### src/rtl/key_perm_stage_pkg.sv
// Shared cipher definitions: lane permutation table, selector type and
// output buffer state encoding for the key-selected permutation stage.
package key_perm_stage_pkg;

    typedef logic [1:0] sel_t;
    typedef logic [1:0] lane_idx_t;
    typedef logic [1:0] buf_state_t;

    localparam buf_state_t BUF_EMPTY = 2'd0;
    localparam buf_state_t BUF_ONE   = 2'd1;
    localparam buf_state_t BUF_FULL  = 2'd2;

    // PERM_TABLE[sel][k]: source lane (0=A .. 3=D) feeding output lane k (0=W .. 3=Z).
    localparam lane_idx_t PERM_TABLE [4][4] = '{
        '{2'd1, 2'd0, 2'd3, 2'd2},
        '{2'd3, 2'd1, 2'd2, 2'd0},
        '{2'd0, 2'd2, 2'd1, 2'd3},
        '{2'd0, 2'd3, 2'd2, 2'd1}
    };

    function automatic lane_idx_t perm_src(input sel_t sel, input lane_idx_t k);
        return PERM_TABLE[sel][k];
    endfunction

endpackage

### src/rtl/key_perm_stage_lane_permute.sv
// Combinational four-lane reorder selected by a 2-bit key selector.
module lane_permute
    import key_perm_stage_pkg::*;
#(
    parameter int unsigned LANE_W = 32
) (
    input  sel_t                sel,
    input  logic [4*LANE_W-1:0] in_data,
    output logic [4*LANE_W-1:0] out_data
);

    always_comb begin
        out_data = '0;
        for (int unsigned k = 0; k < 4; k++) begin
            out_data[k*LANE_W +: LANE_W] =
                in_data[int'(perm_src(sel, lane_idx_t'(k)))*LANE_W +: LANE_W];
        end
    end

endmodule

### src/rtl/key_perm_stage.sv
// Key-selected lane permutation stage with rotating key register and a
// two-entry (output + skid) valid/ready buffer.
module key_perm_stage
    import key_perm_stage_pkg::*;
#(
    parameter int unsigned LANE_W = 32,
    parameter int unsigned KEY_W  = 16,
    parameter int unsigned CNT_W  = 16
) (
    input  logic                clk,
    input  logic                reset,
    input  logic                flush,
    input  logic                in_valid,
    output logic                in_ready,
    input  logic [4*LANE_W-1:0] in_data,
    output logic                out_valid,
    input  logic                out_ready,
    output logic [4*LANE_W-1:0] out_data,
    input  logic                key_load,
    input  logic [KEY_W-1:0]    key_in,
    input  logic                rot_en,
    output logic [CNT_W-1:0]    beat_cnt
);

    buf_state_t          buf_state;
    logic [KEY_W-1:0]    key_reg;
    logic [4*LANE_W-1:0] out_reg;
    logic [4*LANE_W-1:0] skid_reg;
    logic [4*LANE_W-1:0] perm_data;
    logic                accept;

    // Both flags decode the state register only, so in_ready never sees out_ready.
    assign out_valid = (buf_state != BUF_EMPTY);
    assign in_ready  = (buf_state != BUF_FULL);
    assign accept    = in_valid & in_ready;
    assign out_data  = out_reg;

    lane_permute #(
        .LANE_W (LANE_W)
    ) u_lane_permute (
        .sel      (key_reg[1:0]),
        .in_data  (in_data),
        .out_data (perm_data)
    );

    always_ff @(posedge clk or posedge reset) begin
        if (reset) begin
            buf_state <= BUF_EMPTY;
            out_reg   <= '0;
            skid_reg  <= '0;
        end else if (flush) begin
            buf_state <= BUF_EMPTY;
        end else begin
            case (buf_state)
                BUF_EMPTY: begin
                    if (accept) begin
                        out_reg   <= perm_data;
                        buf_state <= BUF_ONE;
                    end
                end
                BUF_ONE: begin
                    if (accept && out_ready) begin
                        out_reg <= perm_data;
                    end else if (accept) begin
                        skid_reg  <= perm_data;
                        buf_state <= BUF_FULL;
                    end else if (out_ready) begin
                        buf_state <= BUF_EMPTY;
                    end
                end
                BUF_FULL: begin
                    if (out_ready) begin
                        out_reg   <= skid_reg;
                        buf_state <= BUF_ONE;
                    end
                end
                default: buf_state <= BUF_EMPTY;
            endcase
        end
    end

    // Shift form of rotate-right-by-2 stays legal when KEY_W == 2.
    always_ff @(posedge clk or posedge reset) begin
        if (reset) begin
            key_reg <= '0;
        end else if (key_load) begin
            key_reg <= key_in;
        end else if (accept && rot_en && !flush) begin
            key_reg <= (key_reg >> 2) | (key_reg << (KEY_W - 2));
        end
    end

    always_ff @(posedge clk or posedge reset) begin
        if (reset) begin
            beat_cnt <= '0;
        end else if (out_valid && out_ready) begin
            beat_cnt <= beat_cnt + CNT_W'(1);
        end
    end

endmodule

### config.mk
export PLATFORM = sky130hd
export DESIGN_NAME = key_perm_stage
export DESIGN_NICKNAME = d
export VERILOG_FILES = /design/src/rtl/key_perm_stage_pkg.sv /design/src/rtl/key_perm_stage_lane_permute.sv /design/src/rtl/key_perm_stage.sv
export SDC_FILE = /design/constraint.sdc
export NUM_CORES = 1
export LEC_CHECK = 0
export CAP_MARGIN = 20
export CORE_MARGIN = 2
export CORE_UTILIZATION = 55
export CTS_BUF_LIST = sky130_fd_sc_hd__clkbuf_2
export DETAILED_ROUTE_END_ITERATION = 8
export MAX_ROUTING_LAYER = met4
export PLACE_DENSITY = 0.83
export REMOVE_ABC_BUFFERS = 1
export SLEW_MARGIN = 5
export SYNTH_ARGS = -nofsm -noshare
export SYNTH_HDL_FRONTEND = slang
export SYNTH_SLANG_ARGS = --single-unit
### constraint.sdc
create_clock -name clk -period 12.9 [get_ports clk]
set_input_delay 3.87 -clock clk [delete_from_list [all_inputs] [get_ports clk]]
set_output_delay 3.87 -clock clk [all_outputs]
set_load 0.01 [all_outputs]
# == After elaboration in Yosys (flattened, before gate mapping) ==
# Index checks and enable logic that the tools add are counted.
# totals
input_bits,151
rom_bits,0
elab_cells,54
mem_count,0
output_inout_bits,146
mem_bits_rw,0
latch_bits,0
regBits,290
# op_classes
add_sub_neg,1
n_eq_ne,10
bitwise_logic,5
reduce_logical,12
n_div,0
mul,0
mux,16
shifts,4
n_lt_le_gt_ge,1
# ops
operator,count
variable part select 128 x 8 -> 32 bit,4
two-way mux 128 bit,3
case mux 128 bit (3 select lines),1
two-way mux 16 bit,2
adder 16 x 1 -> 16 bit (second input constant),1
binary-select mux 8 bit (select 2 bit),1
two-way mux 8 bit,2
bitwise OR 14 x 16 -> 16 bit,1
two-way mux 2 bit,6
!= test 3 bit (second input constant),3
!= test 2 bit (second input constant),4
AND reduction 4 bit,2
case mux 2 bit (3 select lines),1
AND reduction 5 bit,1
logical AND 1 bit,4
!= test 4 bit (second input constant),1
nonzero test 2 bit,2
greater-or-equal comparator 3 bit (second input constant),1
inverter 2 -> 3 bit,1
nonzero test 3 bit,1
equality test 2 x 1 -> 1 bit (second input constant),1
equality test 2 bit (second input constant),1
logical NOT 2 bit,1
inverter 1 bit,2
2 further kinds,2

# == Depth between registers and ports, before layout ==
# Gate-level depths: netlist (run 1).
# logic_depth
ltp_word,7
depth_mapped,8
mapped_depth_nobuf,5

# == Cells and area by module ==
# From an unflattened synthesis (run 1), not the netlist that was laid out.
# unflattened
hier_cells,1389
hier_area_um2,15668.8
# modules_own_cells
module,cells_per_inst,seq_area_each_um2,instances,area_each_um2
key_perm_stage,1097,7257.0,1,12669.7
lane_permute,292,0.0,1,2999.1

# == Worst setup path after synthesis (run 1) ==
# Ideal clock, no wire load.
# synth_path
kind,input-to-reg
from,in in_valid
to,reg out_reg[0] (netlist: out_data[0])
required_time_ns,12.775
path_buffers,2
arrival_time_ns,5.060
setup_time_ns,0.125
cell_stages,6
setup_slack_ns,7.716
cell_sequence,nor2b_1 > and2_1 > o21bai_1 > buf_2 > buf_2 > mux2_2
# synth_via
elab_chain_len,4
word_cells_on_any_way,5
cone_classes,2 x eq/ne; 1 x bitwise; 2 x reduce/logical
# synth_lines
element,line_no,text
"start, declared",key_perm_stage.sv:13,"input logic in_valid,"
bitwise AND 1 bit (*),key_perm_stage.sv:35,assign accept = in_valid & in_ready;
logical AND 1 bit,key_perm_stage.sv:62,if (accept && out_ready) begin
!= test 2 bit (no source line),--,
AND reduction 5 bit (no source line) (*),--,
"end signal, assigned",key_perm_stage.sv:57,out_reg <= perm_data;
"end signal, assigned",key_perm_stage.sv:63,out_reg <= perm_data;
"end signal, assigned",key_perm_stage.sv:73,out_reg <= skid_reg;
"end, declared",key_perm_stage.sv:27,logic [4*LANE_W-1:0] out_reg;
# Mark *: on every way between the ends. The rest lies on a longest branch, timed or not.
# A chain may end at the register's enable or synchronous reset.

# == Final worst setup path (run 1) ==
# layout_path
from,reg buf_state[1]
to,out in_ready
# layout_via
elab_chain_len,1
# layout_lines
element,line_no,text
"start, declared",key_perm_stage.sv:25,buf_state_t buf_state;
"start signal, assigned",key_perm_stage.sv:48,buf_state <= BUF_EMPTY;
"start signal, assigned",key_perm_stage.sv:52,buf_state <= BUF_EMPTY;
"start signal, assigned",key_perm_stage.sv:58,buf_state <= BUF_ONE;
!= test 2 bit,key_perm_stage.sv:34,assign in_ready = (buf_state != BUF_FULL);
"end, declared",key_perm_stage.sv:14,"output logic in_ready,"
# No other way between the ends.

==> results of run 1 <==
[power breakdown]
part	internal [mW]	switching, mW
clock	0.300	0.375
combinational	0.537	0.408
sequential	1.16	0.162
total	2.00	0.945
[per-layer routing]
layer  vias to the layer above  GRT usage
li1                       6316          -
met4                         0      0.102
met5                         -          -
met2                       433      0.417
met1                      6381      0.333
met3                        86     0.0657
[final cells by class]
cell class	count	area, um2	area share
multi-input cells	1145	8410	0.420
flip-flops and latches	290	7260	0.363
repair buffers	311	3110	0.155
clock buffers	119	596	0.0298
well taps	384	480	0.0240
clock inverters	13	129	0.00644
inverters	2	15.0	0.000750
diodes	4	10.0	0.000500
[critical path: stages (launching register included)]
cell	delay, ns
dfrtp_1	0.48
nor2b_4	0.70
inv_2	0.13
clkdlybuf4s50_1	0.60
[synth_stat cells, types with 2 or more instances]
cell,count
dfrtp_1,290
nand2_1,249
mux2_2,222
nor2b_1,129
o31ai_1,128
mux2i_1,111
o21ai_0,81
clkbuf_1,76
a211oi_1,64
buf_2,44
nor3_1,38
a221o_1,34
o221ai_1,30
nor2_1,10
xnor2_1,10
buf_4,7
a21oi_1,6
nand3_1,6
and3_1,5
buf_1,5
nand4_1,5
xor2_1,5
buf_6,4
and2_1,2
or2_2,2
[metrics by stage]
step | setup WS [ns] | hold slack [ns]
3_3_place_gp | 5.71 | 0.458
4_1_cts | 6.19 | 0.486
5_1_grt | 6.07 | 0.507
2_1_floorplan | 1.02 | 0.448
6_report | 6.28 | 0.482
3_5_place_dp | 5.71 | 0.466
[final timing paths]
kind,start,end,slack (ns)
worst max register to register,key_reg[1]$_DFFE_PP0P_,out_data[107]$_DFFE_PP0P_,9.44
worst min-delay path,skid_reg[92]$_DFFE_PP0P_,skid_reg[92]$_DFFE_PP0P_,0.48
min in group asynchronous,reset,out_data[28]$_DFFE_PP0P_,3.52
worst max-delay path,buf_state[1]$_DFFE_PP0P_,in_ready,6.28
max in group asynchronous,reset,skid_reg[20]$_DFFE_PP0P_,7.21
worst min register to register,skid_reg[92]$_DFFE_PP0P_,skid_reg[92]$_DFFE_PP0P_,0.48
[cells by family after synthesis]
family	synth area share
compound gates	0.153
fa+ha+maj	0.000769
simple gates	0.131
buf+inv	0.0387
xor+xnor	0.00807
mux	0.222
flops	0.446
==> results.cfg, run 1 <==
[detailed_routing]
wl_per_cell_um = 17.7
dr.pass1.iters = 5
top_layer_used = met4
dr_wl_met2_mm = 19.3
drc = 0
drt-total-wl_mm = 40.3
viasPerCell = 5.83
wl_met1_mm = 17.0
drt_iter0_drc = 1034
met3_length_mm = 2.78
postRouteAntennaNets = 0
route.vias.total = 13200

[clock_network]
ctsHoldBuffers = 0
clk_path_buf_depth = 3
cts_resized = 0
cts_tree = done
cts_root_buffer = clkbuf_2
clkLatencyLatePin_ns = 0.83
htreeDepth = 3
cts-buffers-inserted = 77
clock-sinks = 290
post_cts_buffers = 0
path_clk_slew_ns = 0.11

[sta]
setup_viol = 0
post-route-period-util = 0.514
finClkSkew_ns = 0.0824
timing.final.crit_period_ns = 6.62
finalHoldViolCount = 0
fmax_mhz = 151
worstMarginPinSlew_ns = 1.11
tns_ns = 0
rsz0062_at_grt = no
max_slew_margin = 0.260
slew_viol_final = 0

[pwr]
ir_drop_v = 0.0000868
p_per_area_mw_per_mm2 = 147
power.leakage_nw = 8.28
power.total_mw = 2.94

[place]
gp_congestion = 0.838
dp.cells = 2131
io_buffers = 296
dpl_cell_area_mm2 = 0.0193
dp_hpwl_mm = 25.6

[synth]
synth_top_area_frac = 0.446
yosys-top-cells-area = dfrtp_1 45%, mux2_2 15%, mux2i_1 6.8%
postSynthCellCount = 1573
synth_ff_type = dfrtp_1
synth_edf_count = 0
ys_ff_latch = 290
yosys.area.top_type = dfrtp_1
synth.yosys.seq_area_share = 0.446
ys_warn_count = 0
postSynthAreaPerCell_um2 = 10.3
synth.distinct_cells = 35
ys_async_sr_fraction = 1.00
netlist_area_mm2 = 0.0163

[global_route]
grt_max_degree = 201
grt_pass1_vias = 13100
grtUsageTotal = 0.265
antenna_found_initial = 4
grt_overflow = 0
grt_pass1_wl_mm = 65.0

[critical_path]
rr_worst_depth = 5
worstSetupPathType = reg -> out
end_kind = output port
crit_arrival_ns = 2.75
path_max_fanout = 30
cp.required_ns = 9.03
worst_setup_path_start_kind = flop

[floorplanning]
core_area_mm2 = 0.0289
die_area_mm2 = 0.0310
fp.dieH_um = 176
rows = 62
ios = 297
start_util = 0.562
die_x_um = 176

[cells_and_area]
layout_commonest_cell = clkdlybuf4s50_1
drive_gt1_frac = 0.199
fin_area_mm2 = 0.0200
fillers = 2224
final_net_count = 1979
utilization = 0.692
syn_to_final_growth_pct = 23.0
final_cell_mix = 296 x clkdlybuf4s50_1, 288 x dfrtp_1, 248 x nand2_1
instances_no_fill = 2268

[worst_hold_path]
holdPathStages = 2
hold_path.class = reg -> reg

[flow_run]
max_cap_violations = 0

[outcome]
status = finished, final reports clean
Note: power is estimated with default switching activity, not from simulation.
==> run 2, diff against run 1 <==
==> constraint.sdc (replaced) <==
create_clock -name clk -period 6.12 [get_ports clk]
set_input_delay 1.836 -clock clk [delete_from_list [all_inputs] [get_ports clk]]
set_output_delay 1.836 -clock clk [all_outputs]
set_load 0.01 [all_outputs]
==> results.cfg, run 2 (synthesis results as in run 1) <==
[sta]
setup_viol = 0
fmax_mhz = 250
fin_ws_ns = 2.12
worstMarginPinSlew_ns = 1.15
timing.final.crit_period_ns = 4.00
post-route-period-util = 0.654
finalHoldViolCount = 0
slew_viol_final = 0
rsz0062_at_grt = no
finClkSkew_ns = 0.0781
max_slew_margin = 0.234
tns_ns = 0

[clock_network]
cts_resized = 0
cts-buffers-inserted = 79
htreeDepth = 3
clkLatencyLatePin_ns = 0.87
cts_root_buffer = clkbuf_2
post_cts_buffers = 0
cts_tree = done
clock-sinks = 290
ctsHoldBuffers = 0
clk_path_buf_depth = 3
path_clk_slew_ns = 0.10

[flow_run]
max_cap_violations = 0

[critical_path]
cp_num_cells = 3
r2r_start = buf_state[0]$_DFFE_PP0P_
path_buf_inv = 2
worst_setup_path_start_kind = flop
crit_path_end = in_ready
path_max_fanout = 8
crit_chain = nor2b_4 > inv_2 > clkdlybuf4s50_1
crit_arrival_ns = 2.17
cp.required_ns = 4.28
startpoint = buf_state[0]$_DFFE_PP0P_
worstSetupPathType = reg -> out
end_kind = output port
rr_endpoint = out_data[117]$_DFFE_PP0P_
cpPeakStageDelay_ns = 0.61
worst_path_max_delay_cell = clkdlybuf4s50_1
crit_family = buffers and inverters
r2r_setup_slack_ns = 3.06
rr_worst_depth = 6

[cells_and_area]
drive_gt1_frac = 0.199
final_cell_mix = 296 x clkdlybuf4s50_1, 288 x dfrtp_1, 248 x nand2_1
fillers = 2183
layout_commonest_cell = clkdlybuf4s50_1
syn_to_final_growth_pct = 23.6
instances_no_fill = 2272
final_net_count = 1979
fin_area_mm2 = 0.0201

[pwr]
power.leakage_nw = 8.32
ir_drop_v = 0.000185
power.total_mw = 6.31
p_per_area_mw_per_mm2 = 314

[global_route]
grtUsageTotal = 0.274
grt_overflow = 0
grt_pass1_wl_mm = 67.2
grt_pass1_vias = 13400
grt_max_degree = 214
antenna_found_initial = 2

[floorplanning]
die_area_mm2 = 0.0310
rows = 62
die_x_um = 176
ios = 297
core_area_mm2 = 0.0289
fp.dieH_um = 176
start_util = 0.562

[detailed_routing]
drc = 0
route.vias.total = 13300
wl_per_cell_um = 18.2
viasPerCell = 5.85
drt-total-wl_mm = 41.3
dr.pass1.iters = 5
postRouteAntennaNets = 0
drt_iter0_drc = 980

[outcome]
status = finished, final reports clean

[place]
io_buffers = 296
dp_slack_ns = 1.72
dp_hpwl_mm = 25.8
dpl_cell_area_mm2 = 0.0193
dp.cells = 2129
gp_congestion = 0.846

[worst_hold_path]
hold_path.class = reg -> reg
hp-start = skid_reg[85]$_DFFE_PP0P_
run 2: cell count changes in the layout (fill, tap and decap cells not counted):
cell        previous run  this run
buf_4                 13         7
buf_12                 1         5
bufinv_16              3         4
clkinvlp_4             0         1
clkinv_4               0         2
inv_2                  2         1
diode_2                4         2
clkinv_1               8        13
run 2: worst min-delay path by stage:
| stage | to | depth (start not counted) |
|---|---|---|
| global placement | skid_reg[89]$_DFFE_PP0P_ | 2 |
| finish | skid_reg[85]$_DFFE_PP0P_ | 2 |
| CTS | skid_reg[85]$_DFFE_PP0P_ | 2 |
| global route | beat_cnt[15]$_DFFE_PP0P_ | 1 |
| floorplan | skid_reg[0]$_DFFE_PP0P_ | 2 |
| detailed placement | skid_reg[72]$_DFFE_PP0P_ | 2 |
run 2: layout make-up:
type | count | area (um2) | area share
Inverter | 2 | 15.0 | 0.000746
Sequential cell | 290 | 7260 | 0.361
Multi-Input combinational cell | 1145 | 8410 | 0.418
Antenna cell | 2 | 5.00 | 0.000249
Clock buffer | 119 | 596 | 0.0296
Tap cell | 384 | 480 | 0.0239
Timing Repair Buffer | 309 | 3140 | 0.156
Clock inverter | 21 | 199 | 0.00989
run 2: metal layers:
layer  routed length (um)  GRT usage
met5                    0          -
met4                 1320      0.108
met3                 2790     0.0586
met1                17300      0.345
met2                19900      0.436
run 2: stage by stage:
| step | utilization | hold WS (ns) |
|---|---|---|
| finish | 0.695 | 0.483 |
| global route | 0.695 | 0.498 |
| CTS | 0.694 | 0.486 |
| detailed placement | 0.667 | 0.466 |
| global placement | 0.667 | 0.459 |
| floorplan | - | 0.448 |
run 2: where the power goes:
| group | switching (mW) | internal, mW |
|---|---|---|
| logic | 0.853 | 1.13 |
| clock network | 0.835 | 0.686 |
| registers | 0.357 | 2.45 |
run 2: tightest hold or removal path, cell delays in order, from the launching register on:
cell and delay (ns):
dfrtp_1 0.35, nand2_1 0.05, o31ai_1 0.05
==> RTL edit: new RTL, config.mk and constraints of run 1 <==
Make the reset (`reset`) synchronous in 3 clocked blocks.
--- a/src/rtl/key_perm_stage.sv
+++ b/src/rtl/key_perm_stage.sv
@@ -43,7 +43,7 @@
         .out_data (perm_data)
     );
 
-    always_ff @(posedge clk or posedge reset) begin
+    always_ff @(posedge clk) begin
         if (reset) begin
             buf_state <= BUF_EMPTY;
             out_reg   <= '0;
@@ -80,7 +80,7 @@
     end
 
     // Shift form of rotate-right-by-2 stays legal when KEY_W == 2.
-    always_ff @(posedge clk or posedge reset) begin
+    always_ff @(posedge clk) begin
         if (reset) begin
             key_reg <= '0;
         end else if (key_load) begin
@@ -90,7 +90,7 @@
         end
     end
 
-    always_ff @(posedge clk or posedge reset) begin
+    always_ff @(posedge clk) begin
         if (reset) begin
             beat_cnt <= '0;
         end else if (out_valid && out_ready) begin
Behaviour: not the same (a bounded check fails within 4 cycles, from zero or initial values and one cycle with reset high; the reset may be asserted at any time).
==> RTL edit against run 1 <==
Worst setup slack worse by 200 ps. Register-to-register slack better by 420 ps. Area after synthesis down 7.0%. Hold slack worse by 23 ps. Sequential share of layout area down 4.6 points. Design area down 8.3%. Synthesized cell count up 16%. Sequential cell count unchanged. Wire length up 4.3%.
Power is not compared: it rests on default switching activity, and its combinational part moved more than twofold at a synthesized area within 25%.
==> RTL edit: results (changes against run 1) <==
stage;metric;value;unit;change
final_layout;fillers;2182;;was 2,224
final_layout;share of final-layout standard cells stronger than drive strength 1;10.06;%;was 19.95%
final_layout;non-filler instance count after layout;2419;;was 2,268
yosys;Yosys cell types;47;;was 35
yosys;Async SR Flop Fraction;0;%;was 100.0%
route;routed wire length on met3;3.385;mm;was 2.777 mm
route;vias per cell;5.965;;was 5.827
yosys;sequential area share after synthesis;38.35;%;was 44.60%
worst_setup_path;critical path startpoint;buf_state[1];;unchanged
worst_setup_path;Worst R2R End;out_data[101];;was out_data[107]
route;routed wl met2;20.06;mm;was 19.28 mm
yosys;top cell types by occurrence after synthesis;290 x sky130_fd_sc_hd__dfxtp_1, 288 x sky130_fd_sc_hd__nor2_1, 261 x sky130_fd_sc_hd__nand2_1;;was 290 x sky130_fd_sc_hd__dfrtp_1, 249 x sky130_fd_sc_hd__nand2_1, 222 x sky130_fd_sc_hd__mux2_2
pwr;combinational logic power;0.372;mW;
worst_setup_path;Worst Path Arrival;2960;ps;was 2750 ps
placement;placed cell count;2293;;was 2,131
final_layout;post-route standard cell area excluding fillers;18350;sq um;was 20,020 sq um
grt;met2 track utilization from global routing;47.33;%;was 41.72%
timing;Slew headroom;29.91;%;was 26.04%
worst_setup_path;r2r worst-path depth;6;;was 5
timing;highest clock frequency the design can meet;146.5;MHz;was 151.0 MHz
grt;antenna violations before repair;1;;was 4
worst_setup_path;cell with the largest stage delay on the worst path;sky130_fd_sc_hd__clkdlybuf4s50_1;;was sky130_fd_sc_hd__nor2b_4
grt;aggregate global-route resource usage;29.12;%;was 26.53%
route;Routed WL per cell;17.35;um;was 17.75 um
placement;worst slack after detailed placement;6198;ps;was 5706 ps
yosys;post-synthesis instance total;1821;;was 1,573
clock_tree;Clock transition at path regs;90;ps;was 110 ps
pwr;Internal Power;1.420;mW;
grt;via count of the first global-routing pass;13750;;was 13,060
placement;HPWL reported at the end of detailed placement;25.30;mm;was 25.65 mm
grt;met1 routing resource usage after global routing;35.18;%;was 33.29%
placement;RePlAce Congestion;0.8309;;was 0.8375
grt;largest net degree at the start of global routing;193;;was 201
clock_tree;clock latency of the later-clocked register in the worst-skew pair;870;ps;was 830 ps
run_status;status;completed;;unchanged
final_layout;Total Nets Final;2181;;was 1,979
grt;wire length of the first global-routing pass;67.14;mm;was 64.98 mm
clock_tree;Inserted Clock Buffers;75;;was 77
worst_setup_path;Worst R2R Setup Slack;9860;ps;was 9440 ps
route;wire length the detailed router placed on met1;17.15;mm;was 17.04 mm
==> RTL edit: cell types whose count changed in the layout (fill, tap and decap cells not counted), moves of 125 or more <==
| cell | change |
|---|---|
| sky130_fd_sc_hd__a21oi_1 | +125 |
| sky130_fd_sc_hd__nor2_1 | +278 |
| sky130_fd_sc_hd__dfrtp_1 | -288 |
| sky130_fd_sc_hd__nor2b_1 | -126 |
| sky130_fd_sc_hd__dfxtp_1 | +288 |
| sky130_fd_sc_hd__o31ai_1 | -128 |
| sky130_fd_sc_hd__mux2_2 | -219 |
==> RTL edit: how the worst min path moves through the flow <==
| stage | from | to | slack (ps) | cells past startpoint |
|---|---|---|---|---|
| floorplan | skid_reg[0] | skid_reg[0] | 430 | 2 |
| global placement | skid_reg[87] | skid_reg[87] | 440 | 2 |
| detailed placement | skid_reg[20] | skid_reg[20] | 450 | 2 |
| CTS | skid_reg[85] | skid_reg[85] | 460 | 2 |
| global route | skid_reg[20] | skid_reg[20] | 470 | 2 |
| finish | skid_reg[15] | skid_reg[15] | 460 | 2 |
==> RTL edit: layout make-up <==
type                       instances  share of cell area (%)
timing repair buffer             313                   16.94
tap                              341                   2.325
multi-input combinational       1280                   43.73
clock inverter                    16                  0.9136
clock buffer                     109                   2.972
inverter                          69                   1.425
sequential                       290                   31.67
antenna                            1                 0.01364
==> RTL edit: kinds of logic after synthesis <==
kind of cell / after synthesis / synth area share (%)
and+or+nand+nor: 710 / 20.38
DFF: 290 / 38.35
xor gates and xnor gates: 10 / 0.5786
AOI/OAI and AO/OA: 410 / 16.60
adders and majority gates: 1 / 0.08265
muxes: 149 / 15.28
buffers and inverters: 251 / 8.737
